===== src/rtl/cond_pkg.sv =====
// Shared definitions for the input conditioning stages: FSM states and counter width.
package cond_pkg;

  localparam int CNT_WIDTH = 8;

  typedef enum logic [1:0] {
    STABLE_LOW,
    WAIT_HIGH,
    STABLE_HIGH,
    WAIT_LOW
  } cond_state_t;

endpackage


===== src/rtl/input_conditioner_if.sv =====
// Bundle of the raw input and the conditioned outputs of input_conditioner.
interface input_conditioner_if;
  import cond_pkg::*;

  logic                 D_raw;
  logic                 Q_clean;
  logic                 Rise;
  logic                 Fall;
  logic [CNT_WIDTH-1:0] Edge_count;

  modport master (output D_raw, input Q_clean, Rise, Fall, Edge_count);
  modport slave  (input D_raw, output Q_clean, Rise, Fall, Edge_count);

endinterface


===== src/rtl/sync_2ff.sv =====
// Two-flop synchronizer for bringing an asynchronous level into the Clk domain.
module sync_2ff (
  input  logic Clk,
  input  logic Reset,
  input  logic D,
  output logic Q
);

  logic stage;

  always_ff @(posedge Clk or posedge Reset) begin
    if (Reset) begin
      stage <= 1'b0;
      Q     <= 1'b0;
    end else begin
      stage <= D;
      Q     <= stage;
    end
  end

endmodule


===== src/rtl/input_conditioner.sv =====
// Synchronizes and debounces a raw switch input, producing a clean level,
// one-cycle edge pulses and a wrapping count of accepted rising edges.
module input_conditioner #(
  parameter int DEBOUNCE_CYCLES = 4
) (
  input logic                Clk,
  input logic                Reset,
  input_conditioner_if.slave bus
);
  import cond_pkg::*;

  localparam logic [CNT_WIDTH-1:0] LAST = CNT_WIDTH'(DEBOUNCE_CYCLES - 1);
  localparam logic [CNT_WIDTH-1:0] ONE  = CNT_WIDTH'(1);

  logic                 s;
  cond_state_t          state;
  logic [CNT_WIDTH-1:0] counter;
  logic                 q;
  logic                 rise;
  logic                 fall;
  logic [CNT_WIDTH-1:0] edge_count;

  sync_2ff u_sync (
    .Clk   (Clk),
    .Reset (Reset),
    .D     (bus.D_raw),
    .Q     (s)
  );

  // A single-cycle debounce has no WAIT phase: the first differing sample is accepted.
  always_ff @(posedge Clk or posedge Reset) begin
    if (Reset) begin
      state      <= STABLE_LOW;
      counter    <= '0;
      q          <= 1'b0;
      rise       <= 1'b0;
      fall       <= 1'b0;
      edge_count <= '0;
    end else begin
      rise <= 1'b0;
      fall <= 1'b0;
      case (state)
        STABLE_LOW: begin
          counter <= '0;
          if (s) begin
            if (DEBOUNCE_CYCLES == 1) begin
              state      <= STABLE_HIGH;
              q          <= 1'b1;
              rise       <= 1'b1;
              edge_count <= edge_count + ONE;
            end else begin
              state   <= WAIT_HIGH;
              counter <= ONE;
            end
          end
        end
        WAIT_HIGH: begin
          if (!s) begin
            state   <= STABLE_LOW;
            counter <= '0;
          end else if (counter == LAST) begin
            state      <= STABLE_HIGH;
            counter    <= '0;
            q          <= 1'b1;
            rise       <= 1'b1;
            edge_count <= edge_count + ONE;
          end else begin
            counter <= counter + ONE;
          end
        end
        STABLE_HIGH: begin
          counter <= '0;
          if (!s) begin
            if (DEBOUNCE_CYCLES == 1) begin
              state <= STABLE_LOW;
              q     <= 1'b0;
              fall  <= 1'b1;
            end else begin
              state   <= WAIT_LOW;
              counter <= ONE;
            end
          end
        end
        WAIT_LOW: begin
          if (s) begin
            state   <= STABLE_HIGH;
            counter <= '0;
          end else if (counter == LAST) begin
            state   <= STABLE_LOW;
            counter <= '0;
            q       <= 1'b0;
            fall    <= 1'b1;
          end else begin
            counter <= counter + ONE;
          end
        end
        default: begin
          state   <= STABLE_LOW;
          counter <= '0;
          q       <= 1'b0;
        end
      endcase
    end
  end

  assign bus.Q_clean    = q;
  assign bus.Rise       = rise;
  assign bus.Fall       = fall;
  assign bus.Edge_count = edge_count;

endmodule


===== src/flat_wrapper.sv =====
// flat-port wrapper written by rule: the top's interface ports become plain ports
module input_conditioner_flat import cond_pkg::*;
#(
  parameter int DEBOUNCE_CYCLES = 4
)
  (Clk, Reset, bus_D_raw, bus_Q_clean, bus_Rise, bus_Fall, bus_Edge_count);
  input_conditioner_if bus_i ();
  input logic Clk;
  input logic Reset;
  input wire logic [$bits(bus_i.D_raw)-1:0] bus_D_raw;
  output wire logic [$bits(bus_i.Q_clean)-1:0] bus_Q_clean;
  output wire logic [$bits(bus_i.Rise)-1:0] bus_Rise;
  output wire logic [$bits(bus_i.Fall)-1:0] bus_Fall;
  output wire logic [$bits(bus_i.Edge_count)-1:0] bus_Edge_count;
  assign bus_i.D_raw = bus_D_raw;
  assign bus_Q_clean = bus_i.Q_clean;
  assign bus_Rise = bus_i.Rise;
  assign bus_Fall = bus_i.Fall;
  assign bus_Edge_count = bus_i.Edge_count;
  input_conditioner #(.DEBOUNCE_CYCLES(DEBOUNCE_CYCLES)) u_core (.Clk(Clk), .Reset(Reset), .bus(bus_i));
endmodule

===== config.mk =====
export PLATFORM = sky130hd
export DESIGN_NAME = input_conditioner_flat
export DESIGN_NICKNAME = d
export VERILOG_FILES = /design/src/rtl/cond_pkg.sv /design/src/rtl/input_conditioner_if.sv /design/src/rtl/sync_2ff.sv /design/src/rtl/input_conditioner.sv /design/src/flat_wrapper.sv
export SDC_FILE = /design/constraint.sdc
export NUM_CORES = 1
export LEC_CHECK = 0
export CORE_MARGIN = 2
export CORE_UTILIZATION = 55
export CTS_BUF_LIST = sky130_fd_sc_hd__clkbuf_4 sky130_fd_sc_hd__clkbuf_8
export DETAILED_ROUTE_END_ITERATION = 7
export PLACE_DENSITY_LB_ADDON = 0.2
export REMOVE_ABC_BUFFERS = 1
export SLEW_MARGIN = 40
export SYNTH_ARGS = -nofsm -noshare
export SYNTH_HDL_FRONTEND = slang
export SYNTH_SLANG_ARGS = --single-unit

===== constraint.sdc =====
create_clock -name Clk -period 4.1 [get_ports Clk]
set_input_delay 0.82 -clock Clk [delete_from_list [all_inputs] [get_ports Clk]]
set_output_delay 0.82 -clock Clk [all_outputs]
set_load 0.02 [all_outputs]

# After elaboration in Yosys (flattened, before gate mapping)
# Index checks and enable logic that the tools add are counted.
[word_totals]
wordCells = 50
out_inout_bits = 11
input_bits = 3
register_bits = 23
[op_classes]
n_reduce_logical = 5
add_sub_neg = 2
eq_ne = 12
muxes = 23
[op_table]
columns = ["operator", "count"]
rows = [
  ["8-bit one-hot mux with 4 select lines", 1],
  ["8-bit 2-to-1 mux", 3],
  ["8-bit by 1-bit adder with 8-bit output (second input constant)", 2],
  ["2-bit 2-to-1 mux", 6],
  ["1-bit 2-to-1 mux", 11],
  ["8-bit by 2-bit == test with 1-bit output (second input constant)", 1],
  ["2-bit inequality test (second input constant)", 4],
  ["2-bit one-hot mux with 4 select lines", 1],
  ["3-bit by 2-bit inequality test with 1-bit output (second input constant)", 2],
  ["5-bit AND reduction", 1],
  ["2-bit == test (second input constant)", 2],
  ["2-bit by 1-bit inequality test with 1-bit output (second input constant)", 2],
  ["4-bit AND reduction", 1],
  ["3-bit AND reduction", 1],
  ["2-bit by 1-bit == test with 1-bit output (second input constant)", 1],
  ["2-bit logical NOT", 1],
  ["1-bit one-hot mux with 2 select lines", 1],
  ["2-bit nonzero test", 1],
]

# Longest topological paths before layout
[depth]
ltp_word = 4
depth_mapped = 6
mapped_depth_nobuf = 5

# By module
# Synthesis repeated with hierarchy kept, for this count alone.
[hier_totals]
hier_cells = 84
area_unflattened_um2 = 1019.7
[by_module_without_submodules]
columns = ["mod", "cells_per_inst", "n_inst", "area_each_um2", "seq_area_each_um2"]
rows = [
  ["input_conditioner", 81, 1, 965.9, 525.5],
  ["sync_2ff", 3, 1, 53.8, 50.0],
]

# Worst setup path after synthesis
# Ideal clock, no wire load.
[synth_path]
path_kind = "reg-to-reg"
startpoint = "register u_core.counter[0]"
endpoint = "register u_core.edge_count[1], in the netlist u_core.bus.Edge_count[1]"
path_stages_with_launch = 6
setup_slack_ns = 2.543
required_time_ns = 3.975
arrival_ns = 1.433
path_buffers = 1
setup_time_ns = 0.125
period_less_slack_ns = 1.557
cell_sequence = "dfrtp_1 > ha_1 > nor4b_4 > and4_1 > buf_6 > mux2_2"
[synth_between]
elab_chain_cells = 2
[synth_lines]
columns = ["element", "line_no", "text"]
rows = [
  ["from (decl)", "input_conditioner.sv:17", "logic [CNT_WIDTH-1:0] counter;"],
  ["from (signal assigned)", "input_conditioner.sv:68", "counter <= counter + ONE;"],
  ["from (signal assigned)", "input_conditioner.sv:94", "counter <= counter + ONE;"],
  ["8-bit by 2-bit == test with 1-bit output", "input_conditioner.sv:61", "end else if (counter == LAST) begin"],
  ["3-bit AND reduction (no source line)", "-", ""],
  ["to (signal assigned)", "input_conditioner.sv:50", "edge_count <= edge_count + ONE;"],
  ["to (signal assigned)", "input_conditioner.sv:66", "edge_count <= edge_count + ONE;"],
  ["to (decl)", "input_conditioner.sv:21", "logic [CNT_WIDTH-1:0] edge_count;"],
]
# Every way passes these cells.
# A chain may end at the register's enable or synchronous reset.

# Worst setup path in the final report
[layout_path]
startpoint = "register u_core.edge_count[0], in the netlist u_core.bus.Edge_count[0]"
endpoint = "output port bus_Edge_count[0]"
[layout_lines]
columns = ["element", "line_no", "text"]
rows = [
  ["to (decl)", "flat_wrapper.sv:14", "output wire logic [$bits(bus_i.Edge_count)-1:0] bus_Edge_count;"],
]
# No word-level cell between the ends.

==> results.sh <==
export IMPL_route_detailed_wl_per_inst_um=12.9
export IMPL_dp_slack_ns=2.21
export IMPL_setup_tns_ns=0
export IMPL_mostFrequentLayoutCell="dfrtp_1"
export IMPL_overflow=0
export IMPL_finalCritPeriodShare=0.538
export IMPL_row_count=15
export IMPL_synth_ff_type="dfrtp_1"
export IMPL_fin_area_sq_um=1170
export IMPL_irDropWorstVdd_uv=390
export IMPL_cts_root_buf="clkbuf_4"
export IMPL_maxCapViolations=0
export IMPL_via_per_inst=4.99
export IMPL_postSynthAreaPerCell_sq_um=12.0
export IMPL_slew_headroom=0.692
export IMPL_worst_path_dominant_cell_family="buffers and inverters"
export IMPL_intPower_w=0.000361
export IMPL_synth_edf_count=0
export IMPL_insertion_delay_ns=0.30
export IMPL_ys_ff_latch=23
export IMPL_fmax_mhz=453
export IMPL_final_instance_count_excl_fill=124
export IMPL_netlist_instances=83
export IMPL_r2r_cells=4
export IMPL_min_from="u_core.u_sync.stage$_DFF_PP0_"
export IMPL_synth_async_sr_flop_share=1.00
export IMPL_cts_hold_fix_buffers=0
export IMPL_reg2reg_to="u_core.bus.Edge_count[1]$_DFFE_PP0P_"
export IMPL_htree_levels=1
export IMPL_core_area_sq_um=1710
export IMPL_dieHeight_um=46.6
export IMPL_drt_iter0_drc=6
export IMPL_syn2layout_area_growth_pct=17.8
export IMPL_die_x_um=46.6
export IMPL_yosysWarnings=0
export IMPL_nFillCells=131
export IMPL_cp_required_ns=3.28
export IMPL_worstSetupEndpointType="primary output"
export IMPL_whs_path_depth=0
export IMPL_grt_pass1_wl_um=2620
export IMPL_switchingPower_w=0.000171
export IMPL_hpwl_um=1190
export IMPL_io_pins=14
export IMPL_pwr_share_comb=0.258
export IMPL_routed_wl_um=1590
export IMPL_drcViolationCount=0
export IMPL_slowest_delay_ns=0.63
export IMPL_dp_cells=120
export IMPL_maxSlewViolCount=0
export IMPL_grt_pass1_vias=604
export IMPL_antenna_found_initial=0
export IMPL_criticalPathCategory="register to primary output"
export IMPL_path_max_fanout=5
export IMPL_pwr_share_seq=0.551
export IMPL_r2r_start="u_core.counter[0]$_DFF_PP0_"
export IMPL_swShare=0.322
export IMPL_ys_top_cells_by_area="dfrtp_1 58%, xor2_1 7.0%, xnor2_1 5.3%"
export IMPL_crit_arrival_ns=1.39
export IMPL_hp_class="register to register"
export IMPL_power_per_cell_area_nw_per_um2=453
export IMPL_fin_crit_ns=2.21
export IMPL_layout_nets=106
export IMPL_drive_above_1_share=0.101
export IMPL_cts_buffer_depth=2
export IMPL_critPathLaunchType="register"
export IMPL_synth_cell_types=22
export IMPL_cts_resized=0
export IMPL_hold_viol_final=0
export IMPL_synth_seq_area_share=0.577
export IMPL_cts_tree="built"
export IMPL_yosysTopAreaCellShare=0.577
export IMPL_p_clk_frac=0.191
export IMPL_setup_viol=0
export IMPL_grt_max_degree=24
export IMPL_rrSetupSlack_ns=2.33
export IMPL_postPlaceCellArea_sq_um=1150
export IMPL_worst_pin_slew_ns=0.462
export IMPL_vias=619
export IMPL_cts_sinks=23
export IMPL_status="finished, final reports clean"
export IMPL_die_area_sq_um=2170
export IMPL_numCtsBuffers=3
export IMPL_io_buffers=13
export IMPL_cp_cell_sequence="clkdlybuf4s50_1"
export IMPL_drt_pass1_iter_count=4
export IMPL_final_cell_mix="23 x dfrtp_1, 13 x clkdlybuf4s50_1, 9 x nor2_1"
export IMPL_synth_cell_area_sq_um=997
export IMPL_initial_utilization=0.584
export IMPL_min_to="u_core.u_sync.Q$_DFF_PP0_"
export IMPL_slowest_stage="clkdlybuf4s50_1"
export IMPL_clkTransAtPathRegs_ns=0.13
export IMPL_grt_usage=0.171
export IMPL_leakage_nw=0.538
export IMPL_postCtsSetupRepairBufs=0
export IMPL_skew_ns=0.0109
export IMPL_place_congestion=0.806
export IMPL_hold_slack_ns=0.383
export IMPL_finalWorstSetupSlack_ns=1.89
export IMPL_synth_top_cell_by_area="dfrtp_1"
export IMPL_n_antenna_cell=0
export IMPL_critPathBufInv=1
export IMPL_rsz0062_at_grt="false"
export IMPL_ant_nets=0
[registers in the layout (all words and copies together) (netlist names), named ones only]
name / cells
u_core.bus.Q_clean: 1
u_core.bus.Rise: 1
u_core.bus.Fall: 1
u_core.bus.Edge_count: 8
u_core.state: 1
u_core.u_sync.stage: 1
u_core.counter: 8
u_core.u_sync.Q: 1
[power groups by stage]
| stage | Sequential [W] | Combinational [W] | Clock [W] |
|---|---|---|---|
| 2_1_floorplan | 0.000303 | 0.0000794 | 0 |
| 3_3_place_gp | 0.000295 | 0.000131 | 0 |
| 3_5_place_dp | 0.000297 | 0.000140 | 0 |
| 4_1_cts | 0.000293 | 0.000140 | 0.000104 |
| 5_1_grt | 0.000300 | 0.000153 | 0.000113 |
| 6_report | 0.000293 | 0.000137 | 0.000101 |
[Yosys cell counts, types with 2 or more instances]
library cell	n
inv_1	3
nor2_1	9
xor2_1	8
ha_1	3
mux2_2	2
and2_1	2
nor3_1	3
dfrtp_1	23
nand3_1	3
nand2_1	7
nand4_1	4
xnor2_1	6
[final cells by class]
class | instances | area [sq um] | share of cell area
clock buffer | 3 | 22.5 | 0.0192
timing repair buffer | 13 | 130 | 0.111
tap | 25 | 31.3 | 0.0266
inverter | 3 | 11.3 | 0.00958
sequential | 23 | 576 | 0.490
multi-input combinational | 56 | 399 | 0.340
clock inverter | 1 | 5.00 | 0.00426
[how the worst max path moves through the flow]
stage	depth (start not counted)	start	endpoint
3_5_place_dp	2	Reset	u_core.u_sync.Q$_DFF_PP0_
4_1_cts	1	u_core.bus.Edge_count[0]$_DFFE_PP0P_	bus_Edge_count[0]
3_3_place_gp	2	Reset	u_core.u_sync.stage$_DFF_PP0_
5_1_grt	1	u_core.bus.Edge_count[0]$_DFFE_PP0P_	bus_Edge_count[0]
2_1_floorplan	4	u_core.counter[0]$_DFF_PP0_	u_core.bus.Edge_count[1]$_DFFE_PP0P_
6_report	1	u_core.bus.Edge_count[0]$_DFFE_PP0P_	bus_Edge_count[0]
[layer usage]
layer / share of wire / routed length (um) / GRT usage / up-vias
li1: - / - / - / 310
met1: 0.49 / 778 / 0.246 / 297
met2: 0.48 / 758 / 0.269 / 10
met3: 0.031 / 50 / 0.0235 / 2
met4: 0.0038 / 6 / 0.0514 / 0
met5: 0 / 0 / 0 / -
[cell families after synthesis]
| kind of cell | Yosys count | synth area share |
|---|---|---|
| adders and majority gates | 3 | 0.0376 |
| AOI/OAI and AO/OA | 3 | 0.0176 |
| and+or+nand+nor | 34 | 0.199 |
| xor gates and xnor gates | 14 | 0.123 |
| buffers and inverters | 4 | 0.0226 |
| DFF | 23 | 0.577 |
| muxes | 2 | 0.0226 |
[through the flow]
stage	utilization	total power, W
2_1_floorplan	-	0.000383
3_3_place_gp	0.672	0.000425
3_5_place_dp	0.672	0.000437
4_1_cts	0.688	0.000536
5_1_grt	0.688	0.000566
6_report	0.688	0.000532
No activity file was read; power rests on OpenSTA's default activity.
